<file path="config.mk">
export PLATFORM = sky130hd
export DESIGN_NAME = fetch_block
export DESIGN_NICKNAME = d
export VERILOG_FILES = /design/src/rtl/fetch_block_pkg.sv /design/src/rtl/fetch_block_queue.sv /design/src/rtl/fetch_block.sv
export SDC_FILE = /design/constraint.sdc
export NUM_CORES = 1
export LEC_CHECK = 0
export ABC_AREA = 1
export CAP_MARGIN = 20
export CELL_PAD_IN_SITES_DETAIL_PLACEMENT = 0
export CELL_PAD_IN_SITES_GLOBAL_PLACEMENT = 1
export CORE_UTILIZATION = 43
export CTS_BUF_LIST = sky130_fd_sc_hd__clkbuf_16
export CTS_CLUSTER_SIZE = 10
export DETAILED_ROUTE_END_ITERATION = 8
export PLACE_DENSITY_LB_ADDON = 0.2
export RECOVER_POWER = 100
export SYNTH_ARGS = -nofsm -noshare
export SYNTH_HDL_FRONTEND = slang
export SYNTH_HIERARCHICAL = 1
export SYNTH_SLANG_ARGS = --single-unit
</file>
<file path="constraint.sdc">
create_clock -name clk_i -period 13.3 [get_ports clk_i]
set_clock_uncertainty 0.15 [all_clocks]
set_input_delay 2.66 -clock clk_i [delete_from_list [all_inputs] [get_ports clk_i]]
set_output_delay 2.66 -clock clk_i [all_outputs]
set_load 0.03 [all_outputs]
</file>
<file path="src/rtl/fetch_block_pkg.sv">
// Shared fetch-stage definitions: word and instruction types, pipeline
// control signal types, fetch FSM states and instruction-memory alignment.
package GENERAL_DEFS;

    typedef logic [31:0] WORD;
    typedef logic [31:0] instruction;
    typedef logic        stall_pipeline_sig;
    typedef logic        flush_pipeline_sig;

    // FETCH issues requests, WAIT holds one live outstanding request,
    // DROP holds one outstanding request whose response must be discarded.
    typedef enum logic [1:0] {
        FETCH = 2'd0,
        WAIT  = 2'd1,
        DROP  = 2'd2
    } fetch_state_t;

    // Instruction memory addresses are halfword aligned.
    localparam WORD IMEM_ADDR_ALIGN = 32'd2;
    localparam WORD PC_STEP         = 32'd2;

    // One instruction-queue entry: the fetched word and its address.
    typedef struct packed {
        WORD        pc;
        instruction instr;
    } fetch_entry_t;

    // Clear the sub-alignment address bits.
    function automatic WORD align_addr(input WORD addr);
        return addr & ~(IMEM_ADDR_ALIGN - 32'd1);
    endfunction

endpackage

</file>
<file path="src/rtl/fetch_block_queue.sv">
// fetch_queue: small shift-register instruction queue. Entry 0 is the head
// and is a register, so everything read from the head is registered.
// Push and pop in one cycle keep the count; flush empties the queue.
module fetch_queue
    import GENERAL_DEFS::*;
#(
    parameter int DEPTH = 2
) (
    input  logic                         clk_i,
    input  logic                         reset_i,
    input  logic                         push_i,
    input  logic                         pop_i,
    input  logic                         flush_i,
    input  fetch_entry_t                 data_i,
    output fetch_entry_t                 head_o,
    output logic [$clog2(DEPTH+1)-1:0]   count_o,
    output logic                         head_valid_o
);

    localparam int CW = $clog2(DEPTH + 1);

    fetch_entry_t  r_mem [DEPTH];
    logic [CW-1:0] r_count;
    logic          r_valid;

    logic          w_pop;
    logic          w_push;
    logic [CW-1:0] w_wr_idx;
    logic [CW-1:0] w_count_nxt;

    assign w_pop       = pop_i && (r_count != '0);
    assign w_push      = push_i && ((r_count != CW'(DEPTH)) || w_pop);
    assign w_wr_idx    = r_count - CW'(w_pop);
    assign w_count_nxt = r_count + CW'(w_push) - CW'(w_pop);

    // Shift out the head on pop, write the new entry behind the survivors.
    always_ff @(posedge clk_i) begin
        if (reset_i) begin
            r_count <= '0;
            r_valid <= 1'b0;
            for (int i = 0; i < DEPTH; i++) begin
                r_mem[i] <= '0;
            end
        end else if (flush_i) begin
            r_count <= '0;
            r_valid <= 1'b0;
        end else begin
            if (w_pop) begin
                for (int i = 0; i < DEPTH - 1; i++) begin
                    r_mem[i] <= r_mem[i+1];
                end
            end
            for (int i = 0; i < DEPTH; i++) begin
                if (w_push && (w_wr_idx == CW'(i))) begin
                    r_mem[i] <= data_i;
                end
            end
            r_count <= w_count_nxt;
            r_valid <= (w_count_nxt != '0);
        end
    end

    assign head_o       = r_mem[0];
    assign count_o      = r_count;
    assign head_valid_o = r_valid;

endmodule

</file>
<file path="src/rtl/fetch_block.sv">
// fetch_block: instruction fetch stage. Issues halfword-aligned requests to
// instruction memory with at most one outstanding, queues responses in a
// two-entry fetch_queue and presents the head to decode from registers.
// Optional feature macro: FETCH_PERF_CNT_EN adds stall_cycles_o, a
// saturating count of cycles where decode stalls on a valid instruction.
// Only QUEUE_DEPTH = 2 is supported.
module fetch_block
    import GENERAL_DEFS::*;
#(
    parameter WORD RESET_PC    = 32'h0000_0000,
    parameter int  QUEUE_DEPTH = 2
) (
    input  logic              clk_i,
    input  logic              reset_i,
    input  stall_pipeline_sig stall_pipeline_i,
    input  flush_pipeline_sig flush_pipeline_i,
    input  WORD               branch_target_i,
    output logic              imem_req_o,
    output WORD               imem_addr_o,
    input  logic              imem_ready_i,
    input  logic              imem_rvalid_i,
    input  instruction        imem_rdata_i,
    output instruction        instruction_o,
    output WORD               program_counter_o,
    output logic              is_valid_o
`ifdef FETCH_PERF_CNT_EN
    ,
    output logic [31:0]       stall_cycles_o
`endif
);

    localparam int CW = $clog2(QUEUE_DEPTH + 1);

    fetch_state_t  r_state;
    WORD           r_pc;
    WORD           r_req_pc;
    logic          r_active;

    logic [CW-1:0] w_count;
    logic          w_outstanding;
    logic          w_has_room;
    logic          w_accept;
    logic          w_push;
    logic          w_pop;
    logic          w_head_valid;
    fetch_entry_t  w_push_data;
    fetch_entry_t  w_head;

    // r_active keeps the request line low for the first cycle after reset.
    assign w_outstanding = (r_state != FETCH);
    assign w_has_room    = (int'(w_count) + int'(w_outstanding)) < QUEUE_DEPTH;
    assign imem_req_o    = r_active && (r_state == FETCH) && w_has_room;
    assign imem_addr_o   = r_pc;
    assign w_accept      = imem_req_o && imem_ready_i;

    // Only a live response is queued; a flush in the same cycle discards it.
    assign w_push        = (r_state == WAIT) && imem_rvalid_i && !flush_pipeline_i;
    assign w_pop         = w_head_valid && !stall_pipeline_i;
    assign w_push_data   = '{pc: r_req_pc, instr: imem_rdata_i};

    // Fetch FSM and fetch PC; a flush redirects the PC and decides whether
    // an in-flight response still has to be swallowed.
    always_ff @(posedge clk_i) begin
        if (reset_i) begin
            r_state  <= FETCH;
            r_pc     <= align_addr(RESET_PC);
            r_active <= 1'b0;
        end else begin
            r_active <= 1'b1;
            if (flush_pipeline_i) begin
                r_pc <= align_addr(branch_target_i);
                case (r_state)
                    FETCH:   r_state <= w_accept ? DROP : FETCH;
                    WAIT,
                    DROP:    r_state <= imem_rvalid_i ? FETCH : DROP;
                    default: r_state <= FETCH;
                endcase
            end else begin
                case (r_state)
                    FETCH: begin
                        if (w_accept) begin
                            r_state <= WAIT;
                            r_pc    <= r_pc + PC_STEP;
                        end
                    end
                    WAIT: begin
                        if (imem_rvalid_i) r_state <= FETCH;
                    end
                    DROP: begin
                        if (imem_rvalid_i) r_state <= FETCH;
                    end
                    default: r_state <= FETCH;
                endcase
            end
        end
    end

    // Remember the address of the accepted request for its response.
    always_ff @(posedge clk_i) begin
        if (w_accept) r_req_pc <= r_pc;
    end

    fetch_queue #(
        .DEPTH(QUEUE_DEPTH)
    ) u_queue (
        .clk_i        (clk_i),
        .reset_i      (reset_i),
        .push_i       (w_push),
        .pop_i        (w_pop),
        .flush_i      (flush_pipeline_i),
        .data_i       (w_push_data),
        .head_o       (w_head),
        .count_o      (w_count),
        .head_valid_o (w_head_valid)
    );

    assign instruction_o     = w_head.instr;
    assign program_counter_o = w_head.pc;
    assign is_valid_o        = w_head_valid;

`ifdef FETCH_PERF_CNT_EN
    logic [31:0] r_stall_cycles;

    // Count decode-stall cycles on a valid instruction, saturating at all-ones.
    always_ff @(posedge clk_i) begin
        if (reset_i) begin
            r_stall_cycles <= '0;
        end else if (is_valid_o && stall_pipeline_i && (r_stall_cycles != '1)) begin
            r_stall_cycles <= r_stall_cycles + 32'd1;
        end
    end

    assign stall_cycles_o = r_stall_cycles;
`endif

endmodule

</file>
==> flow_summary.ini <==
[cts]
cts_tree = yes
clk_pin_slew_ns = 0.07
ctsHoldBuffers = 0
clk_path_buf_depth = 2
cts_buffers = 17
cts.sinks = 196
h-tree-depth = 4
postCtsSetupRepairBufs = 0
clock_latency_ns = 0.43
root_buffer = clkbuf_16
cts_resized = 0

[detailed_routing]
drcViolationCount = 0
via_per_inst = 4.66
drt_iter0_drc = 576
drt_pre_antenna_iters = 5
vias = 7091
drt_wl_total_um = 22000
antenna_left = 0
wl_per_cell_um = 14.5

[placed_design]
dp_hpwl_um = 14300
gp_congestion = 0.827
port-buffer-count = 165
dp_slack_ns = 6.47

[synthesis]
synth_flop_cell = edfxtp_1
synth_area_leaders = edfxtp_1 49%, nand2_1 15%, dfxtp_1 7.5%
synth_edf_count = 159
synth_top_area_frac = 0.485
yosysUniqueCellTypes = 31
syn-mean-instance-area_um2 = 8.59
seq_area_frac_synth = 0.561
ys_warn_count = 6
synth-seq-cells = 196
postSynthCellCount = 1145
synth_area_um2 = 9840
async_flop_share = 0
yosysTopAreaCell = edfxtp_1

[setup_path]
critPathLaunch = reset_i
r2r-start = r_state[1]
path_max_fanout = 66
startpoint_type = input pin
worstSetupEndpoint = u_queue/r_mem[0][61]
end_kind = register
required_ns = 12.44
reg2reg_slack_ns = 7.54
timing.rr.end = u_queue/r_mem[0][61]
worstPathArrival_ns = 8.41
critical_path_class = input pin to register
rr_worst_depth = 10

[global_route]
grt_pass1_wl_um = 35300
grt_util_all_layers = 0.193
grt_max_degree = 91
grt_overflow = 0
antenna_found_initial = 1
grt_pass1_vias = 6617

[die]
core_area_um2 = 22100
die_w_um = 153
die-area_um2 = 23500
dieHeight_um = 153
boundaryPins = 168
initial_utilization = 0.445
num_rows = 54

[power]
internal_power_mw = 1.03
pwr-share-clk = 0.383
p_per_area_nw_per_um2 = 118
power_leakage_nw = 5.27
p_switching_uw = 357
p_seq_frac = 0.514
ir_drop_v = 0.0000773
swShare = 0.257
p_comb_frac = 0.103

[sta]
relSlewSlack = -1.13
timing.final.crit_share = 0.697
whs_ns = 0.339
setup_slack_ns = 4.03
max_freq_mhz = 108
final-hold-violation-count = 0
fin_crit_ns = 9.27
max_slew.worst_pin.slew_ns = 3.19
setup_viol = 0
tns_ns = 0
drv_slew = 243
grt_setup_unrepaired = no

[worst_hold_path]
hold_path.class = register to register

[job]
cap_violations = 6

[final_layout]
layout_commonest_cell = nand2_1
nets = 1303
fin_util = 0.532
drive_gt1_frac = 0.0508
layout_common_cells = 384 x nand2_1, 159 x edfxtp_1, 141 x inv_1
syn_to_final_growth_pct = 19.6

[outcome]
outcome = finished, violations left
failed_checks = max-capacitance violations, max-slew violations
## metal layers
layer | GRT usage | share of wire | vias up
met5 | 0 | 0 | -
met4 | 0.0625 | 0.019 | 0
met3 | 0.0357 | 0.037 | 25
met2 | 0.299 | 0.46 | 154
met1 | 0.273 | 0.49 | 3237
li1 | - | - | 3675
## metrics by stage
step,power (mW),cells,area (µm²)
2_1_floorplan,0.815,1147,9840
3_3_place_gp,0.877,1489,11200
3_5_place_dp,0.878,1489,11200
4_1_cts,1.41,1521,11800
5_1_grt,1.44,1522,11800
6_report,1.39,1522,11800
## worst min path at each step
stage / cells past startpoint / endpoint / from / slack (ns)
global route: 2 / r_state[1] / r_state[1] / 0.35
detailed placement: 2 / r_state[1] / r_state[1] / 0.33
finish: 2 / r_state[1] / r_state[1] / 0.34
global placement: 2 / r_state[1] / r_state[1] / 0.33
CTS: 2 / r_state[1] / r_state[1] / 0.34
floorplan: 2 / r_state[1] / r_state[1] / 0.31
## synthesized netlist by cell type, drive strengths merged, types with 5 or more instances
master,n
o21ai,34
a21oi,27
ha,5
a31oi,6
nor2,62
clkbuf,6
nand3,104
edfxtp,159
buf,105
nand2,390
inv,194
dfxtp,37
## critical path, cell delays in order
cell	delay [ns]
dlygate4sd3_1	0.52
clkbuf_1	1.17
or2_0	0.41
nor2_4	0.06
buf_4	0.37
nand2_2	0.18
buf_4	0.61
nand3_1	2.36
## logic make-up (layout without fill, tap and decap cells)
group	Yosys count	count (layout)	share of synthesized area
other cells	1	4	0.000381
buf+inv	305	399	0.150
compound gates	69	69	0.0364
fa+ha+maj	5	5	0.00636
simple gates	563	563	0.241
xor+xnor	6	6	0.00534
flops	196	196	0.561
## state kept, by name (all words and copies together) (netlist names)
signal,flops
r_req_pc,31
u_queue/head_valid_o,1
r_active,1
u_queue/count_o,2
r_state,2
imem_addr_o,31
u_queue/r_mem,128
## power by group through the flow
| stage | Clock [mW] | Sequential, mW | Combinational [mW] |
|---|---|---|---|
| after floorplan | 0 | 0.731 | 0.0840 |
| after global placement | 0 | 0.726 | 0.151 |
| after detailed placement | 0 | 0.727 | 0.151 |
| after CTS | 0.542 | 0.713 | 0.152 |
| after global routing | 0.566 | 0.718 | 0.157 |
| final | 0.532 | 0.714 | 0.144 |
## layout make-up
cell class / instances / area, µm²
clock buffers: 17 / 425
diodes: 1 / 2.50
well taps: 280 / 350
flip-flops and latches: 196 / 5520
multi-input cells: 646 / 2860
repair buffers: 173 / 1700
clock inverters: 15 / 180
inverters: 194 / 728
fillers: 2098 / 10300
No activity file was read; power rests on OpenSTA's default activity.
